File: src/rtl/vector_writer.sv
// vector_writer: latches one packed vector and writes it out one element per clock at strided addresses.
module vector_writer #(
  parameter int ELEMENT_WIDTH    = 24,
  parameter int ADDR_WIDTH       = 17,
  parameter int VECTOR_DIMENSION = 3,
  parameter int ADDR_STRIDE      = 1
) (
  input  logic                                  clk,
  input  logic                                  reset,
  input  logic                                  enabled,
  input  logic [ELEMENT_WIDTH*VECTOR_DIMENSION-1:0] vector_in,
  input  logic [ADDR_WIDTH-1:0]                 base_addr,
  input  logic                                  vector_valid,
  output logic                                  vector_ready,
  output logic [ADDR_WIDTH-1:0]                 addr,
  output logic [ELEMENT_WIDTH-1:0]              element_out,
  output logic                                  write_en,
  output logic                                  done
);
  localparam int IW = VECTOR_DIMENSION > 1 ? $clog2(VECTOR_DIMENSION) : 1;
  localparam logic [IW-1:0] LAST = IW'(VECTOR_DIMENSION - 1);
  typedef enum logic [1:0] {IDLE, WRITE, DONE} state_t;
  state_t state, state_n;
  logic [IW-1:0] idx, idx_n;
  logic [ELEMENT_WIDTH*VECTOR_DIMENSION-1:0] vec_q, vec_n;
  logic [ADDR_WIDTH-1:0] base_q, base_n, addr_n;
  logic [ELEMENT_WIDTH-1:0] element_n;
  logic write_en_n, done_n, ready_n;
  always_comb begin
    state_n    = state;
    idx_n      = idx;
    vec_n      = vec_q;
    base_n     = base_q;
    addr_n     = addr;
    element_n  = element_out;
    write_en_n = 1'b0;
    done_n     = 1'b0;
    ready_n    = 1'b0;
    case (state)
      IDLE:
        if (vector_valid && vector_ready) begin
          state_n = WRITE;
          idx_n   = '0;
          vec_n   = vector_in;
          base_n  = base_addr;
        end else ready_n = 1'b1;
      WRITE:
        if (enabled) begin
          addr_n     = base_q + ADDR_WIDTH'(idx) * ADDR_WIDTH'(ADDR_STRIDE);
          element_n  = vec_q[int'(idx)*ELEMENT_WIDTH +: ELEMENT_WIDTH];
          write_en_n = 1'b1;
          idx_n      = idx + 1'b1;
          state_n    = idx == LAST ? DONE : WRITE;
        end
      DONE: begin
        done_n  = 1'b1;
        state_n = IDLE;
      end
      default: state_n = IDLE;
    endcase
  end
  always_ff @(posedge clk) begin
    if (reset) begin
      state        <= IDLE;
      idx          <= '0;
      vec_q        <= '0;
      base_q       <= '0;
      addr         <= '0;
      element_out  <= '0;
      write_en     <= 1'b0;
      done         <= 1'b0;
      vector_ready <= 1'b0;
    end else begin
      state        <= state_n;
      idx          <= idx_n;
      vec_q        <= vec_n;
      base_q       <= base_n;
      addr         <= addr_n;
      element_out  <= element_n;
      write_en     <= write_en_n;
      done         <= done_n;
      vector_ready <= ready_n;
    end
  end
endmodule
File: config.mk
export PLATFORM = sky130hd
export DESIGN_NAME = vector_writer
export DESIGN_NICKNAME = d
export VERILOG_FILES = /design/src/rtl/vector_writer.sv
export SDC_FILE = /design/constraint.sdc
export NUM_CORES = 1
export LEC_CHECK = 0
export CAP_MARGIN = 10
export CORE_UTILIZATION = 50
export CTS_CLUSTER_DIAMETER = 100
export DETAILED_ROUTE_END_ITERATION = 8
export PLACE_DENSITY = 0.81
export SYNTH_ARGS = -nofsm -noshare
export SYNTH_HDL_FRONTEND = slang
export SYNTH_SLANG_ARGS = --single-unit
File: constraint.sdc
create_clock -name clk -period 6.05 [get_ports clk]
set_clock_uncertainty 0.1 [all_clocks]
set_input_delay 1.5125 -clock clk [delete_from_list [all_inputs] [get_ports clk]]
set_output_delay 1.5125 -clock clk [all_outputs]
set_load 0.005 [all_outputs]
Word level (Yosys, flattened, before mapping)
Cells that the tools add are included.
Widths: inputs -> output; s select.
- memory bits (read-only): 0
- output and inout bits: 44
- memory bits (writable): 0
- memories kept: 0
- register bits: 137
- bits in latches: 0
- input port bits: 93
- word-level logic and storage cells: 39
- eq/ne operators: 5
- bitwise logic cells: 2
- shift-type cells: 1
- div/mod/pow operators: 0
- $lt $le $gt $ge: 0
- reduce and logical (&&, ||, !) cells: 9
- muxes and demuxes: 10
- $mul: 1
- add/sub/neg operators: 2
- operators with widths (kind ; count):
    $shiftx 72x8->24 ; 1
    $add 17x2->17 ; 1
    $mux 2 ; 5
    $pmux 2 s2 ; 2
    $reduce_and 2->1 ; 3
    $eq 2x2->1 const B ; 2
    $mul 2x2->4 const B ; 1
    $ne 2x2->1 const B ; 2
    $reduce_or 2->1 ; 2
    $mux 1 ; 3
    $reduce_and 3->1 ; 1
    $add 2x1->2 const B ; 1
    $eq 2x1->1 const B ; 1
    $logic_not 2->1 ; 1
    $not 1->1 ; 2
    $reduce_bool 2->1 ; 1
    $logic_and 1x1->1 ; 1

Longest topological paths before layout
Gate-level depths: netlist of run 1.
- depth after elaboration: 4
- gate-level depth with buffers: 8
- gate-level depth less buffers: 7

Least setup slack after synthesis of run 1
No wires, ideal clock.
- path type: input-to-reg
- start point: input vector_valid
- end point: register idx[0]
- path slack: 3.445 ns
- buffers on the path: 2
- library setup time: 0.128 ns
- arrival time: 2.377 ns
- stages on the path: 6
- required time: 5.822 ns
- path through: nor4bb_1 clkbuf_1 buf_2 nor2_1 a21oi_1 nor2_1
- word-level cells in the longest chain between the ends: 3
- RTL lines (item ; RTL line ; source):
    start, declared ; 13 ; input logic vector_valid,
    $logic_and 1x1->1 ; 41 ; if (vector_valid && vector_ready) begin
    $ne 2x2->1 (no line) ; -- ;
    $reduce_and 3->1 (no line) ; -- ;
    end signal, assigned ; 75 ; idx <= idx_n;
    end, declared ; 24 ; logic [IW-1:0] idx, idx_n;
Every way passes these cells.
A chain may end at the register's enable or synchronous reset.

Worst setup path in the final report of run 1
- start point: input enabled
- end point: register element_out[11]
- word-level cells in the longest chain between the ends: 1
- RTL lines (item ; RTL line ; source):
    start, declared ; 10 ; input logic enabled,
    $reduce_and 2->1 (no line) ; -- ;
    end signal, assigned ; 79 ; element_out <= element_n;
    end, declared ; 16 ; output logic [ELEMENT_WIDTH-1:0] element_out,
Every way passes these cells.

==> flow_metrics.tcl, run 1 <==
set metrics [dict create \
    status "finished, violations left" \
    violations "design-rule violations" \
    cts_buffers 17 \
    pwr-share-comb_pct 10.2 \
    drc 2 \
    cts_resized 0 \
    avgSynthCellArea_um2 8.08 \
    fin_crit_sh_pct 54.1 \
    power.share.clock_pct 45.8 \
    clock-root-buffer "clkbuf_8" \
    dr.pass1.iters 7 \
    core_um2 10800 \
    cts_tree "yes" \
    finalNetCount 888 \
    grt_max_degree 97 \
    die_y_um 107 \
    intPower_w 0.00171 \
    max-cap-violations 0 \
    crit_fanout 48 \
    crit_slowest_cell "and3b_2" \
    rsz0062_at_grt "no" \
    switchingPower_w 0.000514 \
    path_cells "clkdlybuf4s50_1 > and3b_2 > buf_4 > o221ai_1 > o21ai_0 > nor2_1" \
    power_density_nw_per_um2 297 \
    drt.antenna.violating_nets 0 \
    postSynth.asyncResetShare_pct 0 \
    die_area_um2 11500 \
    num_vias 5205 \
    cp_top_family "buffers and inverters" \
    final_hold_viol_count 0 \
    endpoint_kind "register" \
    relSlewSlack_pct 31.6 \
    pin_count 137 \
    ys_ff_latch 137 \
    drtIter0Drc 417 \
    clock_latency_ps 510 \
    start_kind "input port" \
    whs_ps 355 \
    peakVddDrop_mv 0.200 \
    hold_class "reg2reg" \
    tns_ps 0 \
    antenna_found_initial 0 \
    yosysSeqAreaShare_pct 49.4 \
    place.gp.congestion 0.874 \
    syn2layout_area_growth_pct 34.7 \
    synth_edf_count 0 \
    path_class "in2reg" \
    hold_buffers 0 \
    sw_frac_of_total_pct 23.1 \
    drive_above_1_share_pct 5.48 \
    hpwl_mm 9.17 \
    worst_slack_ps 2780 \
    clockBufferDepth 2 \
    syn_area_um2 5550 \
    wl_per_cell_um 15.1 \
    grt_pass1_wl_mm 22.9 \
    p_leak_nw 2.47 \
    cp_num_buf_inv 2 \
    clock_sinks 137 \
    p_seq_share_pct 44.0 \
    crit_required_ps 6300 \
    synth-main-ff-cell "dfxtp_1" \
    cts_max_level 4 \
    viasPerCell 5.52 \
    grt.overflow.total 0 \
    clk_pin_slew_ps 60 \
    cpPeakStageDelay_ps 580 \
    crit_arrival_ps 3520 \
    post_cts_buffers 0 \
    antenna_cells 0 \
    period_needed_ps 3270 \
    chipWidth_um 107 \
    yosysWarnings 0 \
    wirelength_mm 14.3 \
    first_global_vias 4854 \
    slew_viol_final 0 \
    fmax_mhz 305 \
    syn_nets 784 \
    synth_cells 687 \
    setup_viol 0 \
    yosysUniqueCellTypes 41 \
    start_util_pct 51.2 \
    worstMarginPinSlew_ps 1030 \
    port_buffers 136 \
    placementRows 38 \
    grtUsageTotal_pct 25.3 \
    pre_cts_ws_ps 2300 \
]
cells by family (layout without fill, tap and decap cells):
| kind of cell | after synthesis | in the layout | share of synthesized area [%] |
|---|---|---|---|
| adders and majority gates | 4 | 4 | 1.04 |
| DFF | 137 | 137 | 49.4 |
| and+or+nand+nor | 290 | 290 | 21.4 |
| AOI/OAI and AO/OA | 162 | 162 | 17.2 |
| buffers and inverters | 59 | 175 | 4.93 |
| muxes | 24 | 24 | 4.33 |
| xor gates and xnor gates | 11 | 11 | 1.73 |
layer usage:
metal  vias up  global-route usage [%]  wire, um
met5         -                       0         0
met4         0                    8.12       356
li1       2541                       -         -
met3        24                    6.11       706
met1      2456                    31.4      6080
met2       184                    43.0      7140
power by group through the flow:
| stage | logic (W) | registers (W) | clock network, W |
|---|---|---|---|
| floorplan | 0.000115 | 0.000989 | 0 |
| global placement | 0.000220 | 0.000994 | 0 |
| detailed placement | 0.000227 | 0.000997 | 0 |
| CTS | 0.000228 | 0.000978 | 0.00103 |
| global route | 0.000249 | 0.000983 | 0.00107 |
| finish | 0.000227 | 0.000979 | 0.00102 |
cells in the mapped netlist (3+ instances only):
library cell | instances | share of area (%)
nand4_1 | 3 | 0.34
inv_1 | 4 | 0.27
a211oi_1 | 10 | 1.4
nand3_1 | 4 | 0.36
o221ai_1 | 24 | 3.8
a311oi_1 | 3 | 0.47
nor3_1 | 3 | 0.27
mux2i_1 | 24 | 4.3
dfxtp_1 | 137 | 49
ha_1 | 3 | 0.68
clkbuf_1 | 45 | 3.0
o21ai_0 | 26 | 2.3
nand2_1 | 211 | 14
nor4_1 | 4 | 0.45
xor2_1 | 3 | 0.47
xnor2_1 | 8 | 1.3
a21oi_1 | 95 | 8.6
buf_2 | 4 | 0.36
nor2_1 | 47 | 3.2
clkbuf_8 | 4 | 0.99
state kept, by name (all words and copies together), names as in the netlist:
name	cells
write_en	1
addr	17
element_out	24
state	2
vector_ready	1
done	1
base_q	17
vec_q	72
idx	2
worst min-delay path, stage by stage (launching register included):
cell and delay [ps]:
dfxtp_1 310, nand2_1 50, a21oi_1 50
metrics by stage:
step | cells | util (%) | cell area (um^2) | power (W)
finish | 943 | 69.0 | 7480 | 0.00223
global route | 943 | 69.0 | 7480 | 0.00231
detailed placement | 912 | 63.6 | 6890 | 0.00122
CTS | 943 | 69.0 | 7480 | 0.00223
global placement | 912 | 63.6 | 6890 | 0.00121
floorplan | 687 | - | 5550 | 0.00110
layout by cell type, fill, tap and decap left out, types with 3 or more instances in the layout:
cell type,synthesis,layout
buf_4,0,5
inv_1,4,4
a311oi_1,3,3
clkbuf_16,0,16
a21oi_1,95,95
dfxtp_1,137,135
xnor2_1,8,8
nand4_1,3,3
clkinv_2,0,4
clkinvlp_4,0,3
o221ai_1,24,24
mux2i_1,24,24
bufinv_16,0,3
nand2_1,211,211
clkbuf_8,4,3
nor3_1,3,3
nor2_1,47,47
ha_1,3,3
a211oi_1,10,10
xor2_1,3,3
o21ai_0,26,26
clkdlybuf4s50_1,0,135
nand3_1,4,3
nor4_1,4,4
cell type report:
| type | instances | area (um^2) |
|---|---|---|
| Timing Repair Buffer | 140 | 1390 |
| Inverter | 4 | 15.0 |
| Clock inverter | 12 | 150 |
| Clock buffer | 19 | 442 |
| Fill cell | 869 | 3360 |
| Multi-Input combinational cell | 491 | 2570 |
| Sequential cell | 137 | 2750 |
| Tap cell | 140 | 175 |
final timing paths:
path                                              from                           end  slack, ps  depth (start not counted)
worst min register to register  vec_q[52]$_SDFFE_PP0P_        vec_q[52]$_SDFFE_PP0P_        360                          2
worst max register to register     idx[1]$_SDFFE_PP0P_         addr[16]$_SDFFE_PP0P_       3090                          6
worst min-delay path            vec_q[52]$_SDFFE_PP0P_        vec_q[52]$_SDFFE_PP0P_        360                          2
worst max-delay path                           enabled  element_out[11]$_SDFFE_PP0P_       2780                          6
Power figures use the tool's default switching activity.
==> inputs of run 2 (changes only) <==
CORE_UTILIZATION = 44   (was 50)
PLACE_DENSITY = 0.75   (was 0.81)
clock period = 2.95 ns   (was 6.05 ns; I/O delays follow)
==> run 2 against run 1 <==
Effect of this change: the flow now finishes without violations; critical path depth grew 1; count of clock-buffer cells in the layout rose by 6; via count fell by 1.9%; total power increased by 97%; utilization fell by 7.1 points; clock power is 85% higher; sequential share of layout area is 0.25 points lower; first-iteration DRC count down 1.4%; global-route usage shrank 3.2 points.
==> flow_metrics.tcl, run 2 (same netlist as run 1, synthesis figures left out) <==
set metrics [dict create \
    crit_slowest_cell "fa_1" \
    fmax_mhz 439 \
    syn2layout_area_growth_pct 35.6 \
    cts_buffers 17 \
    max-cap-violations 0 \
    clock_sinks 137 \
    antenna_cells 0 \
    worst_slack_ps 674 \
    path_class "reg2reg" \
    core_um2 12200 \
    largest_reg_flops 72 \
    worstMarginPinSlew_ps 724 \
    pre_cts_ws_ps 463 \
    peakVddDrop_mv 0.332 \
    grt_max_degree 91 \
    crit_arrival_ps 2440 \
    start_util_pct 45.7 \
    drt.antenna.violating_nets 0 \
    drive_above_1_share_pct 5.09 \
    num_vias 5104 \
    period_needed_ps 2280 \
    setup_viol 0 \
    clockBufferDepth 2 \
    clock_latency_ps 420 \
    power_w 0.00438 \
    cpPeakStageDelay_ps 460 \
    port_buffers 136 \
    top_register "vec_q" \
    hpwl_mm 9.04 \
    final_common_cell "nand2_1" \
    antenna_found_initial 0 \
    clk_pin_slew_ps 60 \
    die_y_um 114 \
    path_cells "ha_1 > inv_1 > fa_1 > nand4b_1 > nor4_1 > and3_1 > nor4_1" \
    p_leak_nw 2.48 \
    design_area_um2 7530 \
    cpMostUsedCell "nor4_1" \
    tns_ps 0 \
    grt_pass1_wl_mm 22.5 \
    grt.overflow.total 0 \
    layout_common_cells "nand2_1 (211), dfxtp_1 (135), clkdlybuf4s50_1 (135)" \
    viasPerCell 5.24 \
    die_area_um2 13100 \
    hold_buffers 0 \
    top_regs "vec_q: 72 flops, element_out: 24 flops" \
    pin_count 137 \
    crit_required_ps 3110 \
    first_global_vias 4788 \
    post_cts_buffers 0 \
    rsz0062_at_grt "no" \
    drc 0 \
    cts_tree "yes" \
    hold_class "reg2reg" \
    final_hold_viol_count 0 \
    crit_fanout 4 \
    relSlewSlack_pct 51.7 \
    wirelength_mm 14.0 \
    cts_resized 0 \
    start_kind "register" \
    placementRows 40 \
    finalNetCount 893 \
    cp_top_family "simple AND/OR/NAND/NOR gates" \
    endpoint_kind "register" \
    place.gp.congestion 0.831 \
    fin_crit_sh_pct 77.2 \
    drtIter0Drc 411 \
    slew_viol_final 0 \
    dr.pass1.iters 5 \
    placed_cell_area_um2 7010 \
    grtUsageTotal_pct 22.1 \
    wl_per_cell_um 14.4 \
    cp_num_buf_inv 1 \
    clock-root-buffer "clkbuf_16" \
    status "completed" \
    power_density_nw_per_um2 581 \
    cts_max_level 4 \
    chipWidth_um 114 \
]
run 2: cell count changes in the layout (fill, tap and decap cells not counted):
cell / change
clkinv_2: -1
clkbuf_16: +1
clkinvlp_4: -3
clkinv_4: -2
buf_12: +4
clkbuf_1: +6
buf_4: +1
clkbuf_8: -1
bufinv_16: -2
run 2: worst reg2reg max path, cell delays in order, from the launching register on:
cell and delay (ps):
dfxtp_1 330, ha_1 210, inv_1 70, fa_1 460, nand4b_1 220, nor4_1 450, and3_1 250, nor4_1 50
run 2: power breakdown:
group | leakage [nW] | total (W) | switching, W | internal (W)
clock network | 0.257 | 0.00189 | 0.000711 | 0.00118
registers | 1.12 | 0.00201 | 0.0000613 | 0.00194
logic | 1.11 | 0.000479 | 0.000223 | 0.000257
run 2: final timing paths:
kind | startpoint | to | slack (ps) | cells after the start
worst min-delay path | vec_q[4]$_SDFFE_PP0P_ | vec_q[4]$_SDFFE_PP0P_ | 350 | 2
worst min register to register | vec_q[4]$_SDFFE_PP0P_ | vec_q[4]$_SDFFE_PP0P_ | 350 | 2
worst max register to register | base_q[0]$_SDFFE_PP0P_ | addr[16]$_SDFFE_PP0P_ | 670 | 7
worst max-delay path | base_q[0]$_SDFFE_PP0P_ | addr[16]$_SDFFE_PP0P_ | 670 | 7
run 2: stage by stage:
stage	hold WS, ps	instances	utilization (%)
after floorplan	336	687	-
after global placement	341	945	57.7
after detailed placement	346	945	57.7
after CTS	353	974	61.9
after global routing	371	974	61.9
final	352	974	61.9
run 2: cell type report:
cell class	count	area [um^2]
Inverter	4	15.0
Tap cell	168	210
Clock inverter	4	45.0
Clock buffer	25	475
Fill cell	1047	4630
Sequential cell	137	2750
Timing Repair Buffer	145	1480
Multi-Input combinational cell	491	2570
run 2: per-layer routing:
layer	track usage (%)	share of wire [%]
met2	36.0	48
met4	9.96	2.5
met1	27.4	44
met5	0	0
met3	5.77	5.0
